File: src/rtl/nibble_pair_sched.sv
// Pairs two 4-bit nibbles from one of two requesters into a byte {lo, hi}.
// A requester that wins in IDLE keeps the lock until its second nibble lands.
module nibble_pair_sched (
  input  logic       clk,
  input  logic       rst,
  input  logic       in0_valid,
  input  logic [3:0] in0_nib,
  output logic       in0_ready,
  input  logic       in1_valid,
  input  logic [3:0] in1_nib,
  output logic       in1_ready,
  output logic       out_valid,
  output logic [7:0] out_data,
  output logic       out_src,
  input  logic       out_ready,
  output logic [7:0] pair_count
);

  // Handshakes: a transfer happens on a rising edge where valid and ready are
  // both 1. Producers hold valid/data until accepted; ready never waits on a
  // later cycle's valid.

  typedef enum logic [1:0] {
    IDLE   = 2'd0,
    GET_HI = 2'd1,
    OUT    = 2'd2
  } state_t;

  state_t     state;
  state_t     state_nx;
  logic       prio;
  logic       lock_src;
  logic [3:0] lo_q;
  logic       grant;
  logic       hs0;
  logic       hs1;
  logic       nib_hs;
  logic [3:0] nib;
  logic       out_hs;

  // Round-robin: the priority bit only matters when both requesters are valid.
  always_comb begin
    grant = 1'b0;
    if (in0_valid && in1_valid) grant = prio;
    else                        grant = in1_valid;
  end

  // Output process; rst gates the readies so they drop asynchronously.
  always_comb begin
    in0_ready = 1'b0;
    in1_ready = 1'b0;
    out_valid = 1'b0;
    if (!rst) begin
      case (state)
        IDLE: begin
          in0_ready = in0_valid && !grant;
          in1_ready = in1_valid && grant;
        end
        GET_HI: begin
          in0_ready = !lock_src;
          in1_ready = lock_src;
        end
        OUT:     out_valid = 1'b1;
        default: out_valid = 1'b0;
      endcase
    end
  end

  assign hs0    = in0_valid && in0_ready;
  assign hs1    = in1_valid && in1_ready;
  assign nib_hs = hs0 || hs1;
  assign nib    = hs1 ? in1_nib : in0_nib;
  assign out_hs = out_valid && out_ready;

  always_comb begin
    state_nx = state;
    case (state)
      IDLE:    if (nib_hs) state_nx = GET_HI;
      GET_HI:  if (nib_hs) state_nx = OUT;
      OUT:     if (out_hs) state_nx = IDLE;
      default: state_nx = IDLE;
    endcase
  end

  always_ff @(posedge clk or posedge rst) begin
    if (rst) state <= IDLE;
    else     state <= state_nx;
  end

  // The lo nibble is staged in lo_q so out_data/out_src only change when a
  // complete byte is formed, and stay put through IDLE and GET_HI.
  always_ff @(posedge clk or posedge rst) begin
    if (rst) begin
      lo_q       <= 4'h0;
      lock_src   <= 1'b0;
      out_data   <= 8'h00;
      out_src    <= 1'b0;
      pair_count <= 8'h00;
      prio       <= 1'b0;
    end else begin
      if (state == IDLE && nib_hs) begin
        lo_q     <= nib;
        lock_src <= hs1;
      end
      if (state == GET_HI && nib_hs) begin
        out_data <= {lo_q, nib};
        out_src  <= lock_src;
      end
      if (out_hs) begin
        pair_count <= pair_count + 8'd1;
        prio       <= ~out_src;
      end
    end
  end

endmodule

File: config.mk
export PLATFORM = sky130hd
export DESIGN_NAME = nibble_pair_sched
export DESIGN_NICKNAME = d
export VERILOG_FILES = /design/src/rtl/nibble_pair_sched.sv
export SDC_FILE = /design/constraint.sdc
export NUM_CORES = 1
export LEC_CHECK = 0
export ABC_AREA = 1
export CAP_MARGIN = 20
export CORE_MARGIN = 2
export CORE_UTILIZATION = 42
export CTS_CLUSTER_SIZE = 8
export DETAILED_ROUTE_END_ITERATION = 12
export GPL_TIMING_DRIVEN = 0
export PLACE_DENSITY_LB_ADDON = 0.2
export SLEW_MARGIN = 30
export SYNTH_ARGS = -nofsm -noshare
export SYNTH_HDL_FRONTEND = slang
export SYNTH_SLANG_ARGS = --single-unit
File: constraint.sdc
create_clock -name clk -period 1.5 [get_ports clk]
set_input_delay 0.3 -clock clk [delete_from_list [all_inputs] [get_ports clk]]
set_output_delay 0.3 -clock clk [all_outputs]
set_load 0.01 [all_outputs]
==> impl_metrics.yaml <==
yosys:
  yosys-top-cells-area: "dfrtp_1 51%, nand2_1 17%, nand3_1 7.8%"
  ys_seq_elements: 25
  synth_edf_count: 0
  yosysTopAreaCellShare_pct: 51.4
  synth_common_cells: "56 x nand2_1, 25 x dfrtp_1, 19 x nand3_1"
  syn_avg_cell_area_um2: 8.51
  yosysTopAreaCell: "dfrtp_1"
  ys_seq_area_share_pct: 51.4
  syn_area_um2: 1220
  async_reset_ff_share_pct: 100
  synth_cell_types: 23
  synth_ff_type: "dfrtp_1"
  synth_nets: 157
  ys_warn_count: 0
  netlist_instances: 143
  synth.most_common_cell: "nand2_1"
place:
  post-dp-hpwl_um: 1920
  dp.cells: 205
  dpl_cell_area_um2: 1570
  io_buffers: 31
  pre_cts_slack_ns: -0.988
  gp_congestion: 0.812
floorplanning:
  die_height_um: 57.8
  core_area_um2: 2760
  die_x_um: 57.8
  start_util_pct: 44.1
  ioPinCount: 33
  num_rows: 19
  die_area_um2: 3350
layout:
  layout-drive-gt1-share_pct: 23.7
  fillCellCount: 240
  final_core_util_pct: 63.5
  multi_input_area_um2: 601
  fin_cells: 225
  num_antenna_cells: 0
  ff_latch_area_um2: 627
  finalInstanceArea_um2: 1750
  syn_to_final_growth_pct: 43.8
  fin_nets: 209
grt:
  grt_pass1_vias: 1125
  antenna_found_initial: 0
  grt_usage_pct: 18.7
  global_route.usage.met1_pct: 22.2
  use_met2_pct: 34.3
  use_met3_pct: 2.90
  grt_first_pass_wirelength_um: 4840
  grt_most_used_layer: "met2"
  grt_overflow: 0
  grt_max_degree: 16
worst_setup_path:
  r2r-end: "out_data[7]"
  r2r-start: "state[1]"
  cp-start-kind: "flip-flop"
  critPathKind: "flip-flop to primary output"
  cp_data_required_time_ns: 1.20
  cp_max_fo: 3
  cp.arrival_ns: 1.35
  r2r_cells: 9
  rrSetupSlack_ns: 0.02
  end_kind: "primary output"
timing:
  setup_ws_ns: -0.146
  finalSetupViolCount: 2
  slew_headroom_pct: 52.6
  grt_setup_unrepaired: "true"
  clock-skew-final_ns: 0.00128
  min_period_ns: 1.65
  hold_violations: 0
  holdWs_ns: 0.346
  fmax_mhz: 607
  drv_slew: 0
  fin_crit_sh_pct: 110
  worstMarginPinSlew_ns: 0.707
cts:
  clk_path_buf_depth: 2
  cts.sinks: 25
  clkSlewWorstSetupHoldPaths_ns: 0.13
  hold_buffers: 0
  cts_root_buf: "clkbuf_4"
  numCtsBuffers: 3
  htreeDepth: 1
  clock_latency_ns: 0.30
  cts_tree: "done"
routing:
  drtIter0Drc: 53
  vias_per_cell: 5.01
  wl_per_cell_um: 12.8
  drc: 0
  num_vias: 1128
  drt_pass1_iterations: 5
  routed_wl_um: 2880
  ant_nets: 0
outcome:
  status: "complete, but fails checks"
  violations: "negative setup slack"
power_and_ir_drop:
  ir_worst_vdd_mv: 1.08
  power_density_nw_per_um2: 1620
  p_leak_nw: 0.954
hold_path:
  hold_class: "primary input to asynchronous set/reset pin"
run:
  max_cap_violations: 0
==> area by class of cell <==
class | instances | share of cell area [%]
Timing Repair inverter | 1 | 0.286
Inverter | 10 | 2.36
Multi-Input combinational cell | 105 | 34.3
Buffer | 3 | 1.14
Clock buffer | 4 | 1.50
Timing Repair Buffer | 46 | 22.4
Sequential cell | 25 | 35.8
Tap cell | 31 | 2.22
==> report_power, final <==
| part | switching [W] | leakage, nW | internal, W | total, W |
|---|---|---|---|---|
| Sequential | 0.000181 | 0.310 | 0.000932 | 0.00111 |
| Clock | 0.000187 | 0.0150 | 0.000104 | 0.000290 |
| Combinational | 0.000791 | 0.628 | 0.000636 | 0.00143 |
| Total | 0.00116 | 0.954 | 0.00167 | 0.00283 |
==> worst max-delay path by stage <==
stage / cells after the start / start / end / slack [ns]
detailed placement: 6 / rst / state[1] / -0.99
floorplan: 6 / rst / out_data[0] / 0.004
CTS: 5 / state[1] / in0_ready / -0.18
global route: 5 / state[0] / in1_ready / -0.22
global placement: 6 / rst / state[1] / -0.93
finish: 5 / state[0] / in1_ready / -0.15
==> state kept, by name, indices dropped and copies added, names as in the netlist <==
| register | flops |
|---|---|
| lo_q | 4 |
| pair_count | 8 |
| out_src | 1 |
| state | 2 |
| prio | 1 |
| out_data | 8 |
| lock_src | 1 |
==> stage by stage <==
| stage | setup TNS (ns) | total power, W |
|---|---|---|
| after floorplan | 0 | 0.00182 |
| after global placement | -16.61 | 0.00234 |
| after detailed placement | -17.66 | 0.00238 |
| after CTS | -0.599 | 0.00274 |
| after global routing | -1.45 | 0.00305 |
| final | -0.282 | 0.00283 |
==> cells in the final DEF, fill, tap and decap left out, drive strengths merged, types with 2 or more instances in the layout <==
cell type,instances
nand2,60
dfrtp,25
nand3,20
buf,20
dlygate4sd2,18
clkdlybuf4s50,9
inv,9
nand4,6
nor2,5
clkbuf,5
xor2,4
a21oi,2
xnor2,2
clkinvlp,2
o21ai,2
==> cells by family (layout without fill, tap and decap cells) <==
logic type                 count (synthesis)  in the layout  synth area share (%)
xor gates and xnor gates                   6              6                  4.32
and+or+nand+nor                           93             93                  36.3
DFF                                       25             25                  51.4
adders and majority gates                  1              1                  1.03
AOI/OAI and AO/OA                          5              5                  2.26
buffers and inverters                     13             64                  4.73
==> worst max-delay path, cell delays in order, from the launching register on <==
cell     delay [ns]
dfrtp_1        0.43
inv_2          0.07
nor2_4         0.14
nand2_2        0.09
a21oi_2        0.16
buf_2          0.15
==> per-layer routing <==
layer	routed length (um)	vias to the layer above
met4	32	0
li1	-	562
met5	0	-
met2	1480	26
met1	1230	536
met3	133	4
==> what timing repair did <==
item / in CTS / in global routing
setup buffers: 11 / 4
endpoints found under the setup margin: 36 / 21
cloned: 1 / 0
resized for setup: 39 / 12
pin swaps: 4 / 7
Power figures use the tool's default switching activity.
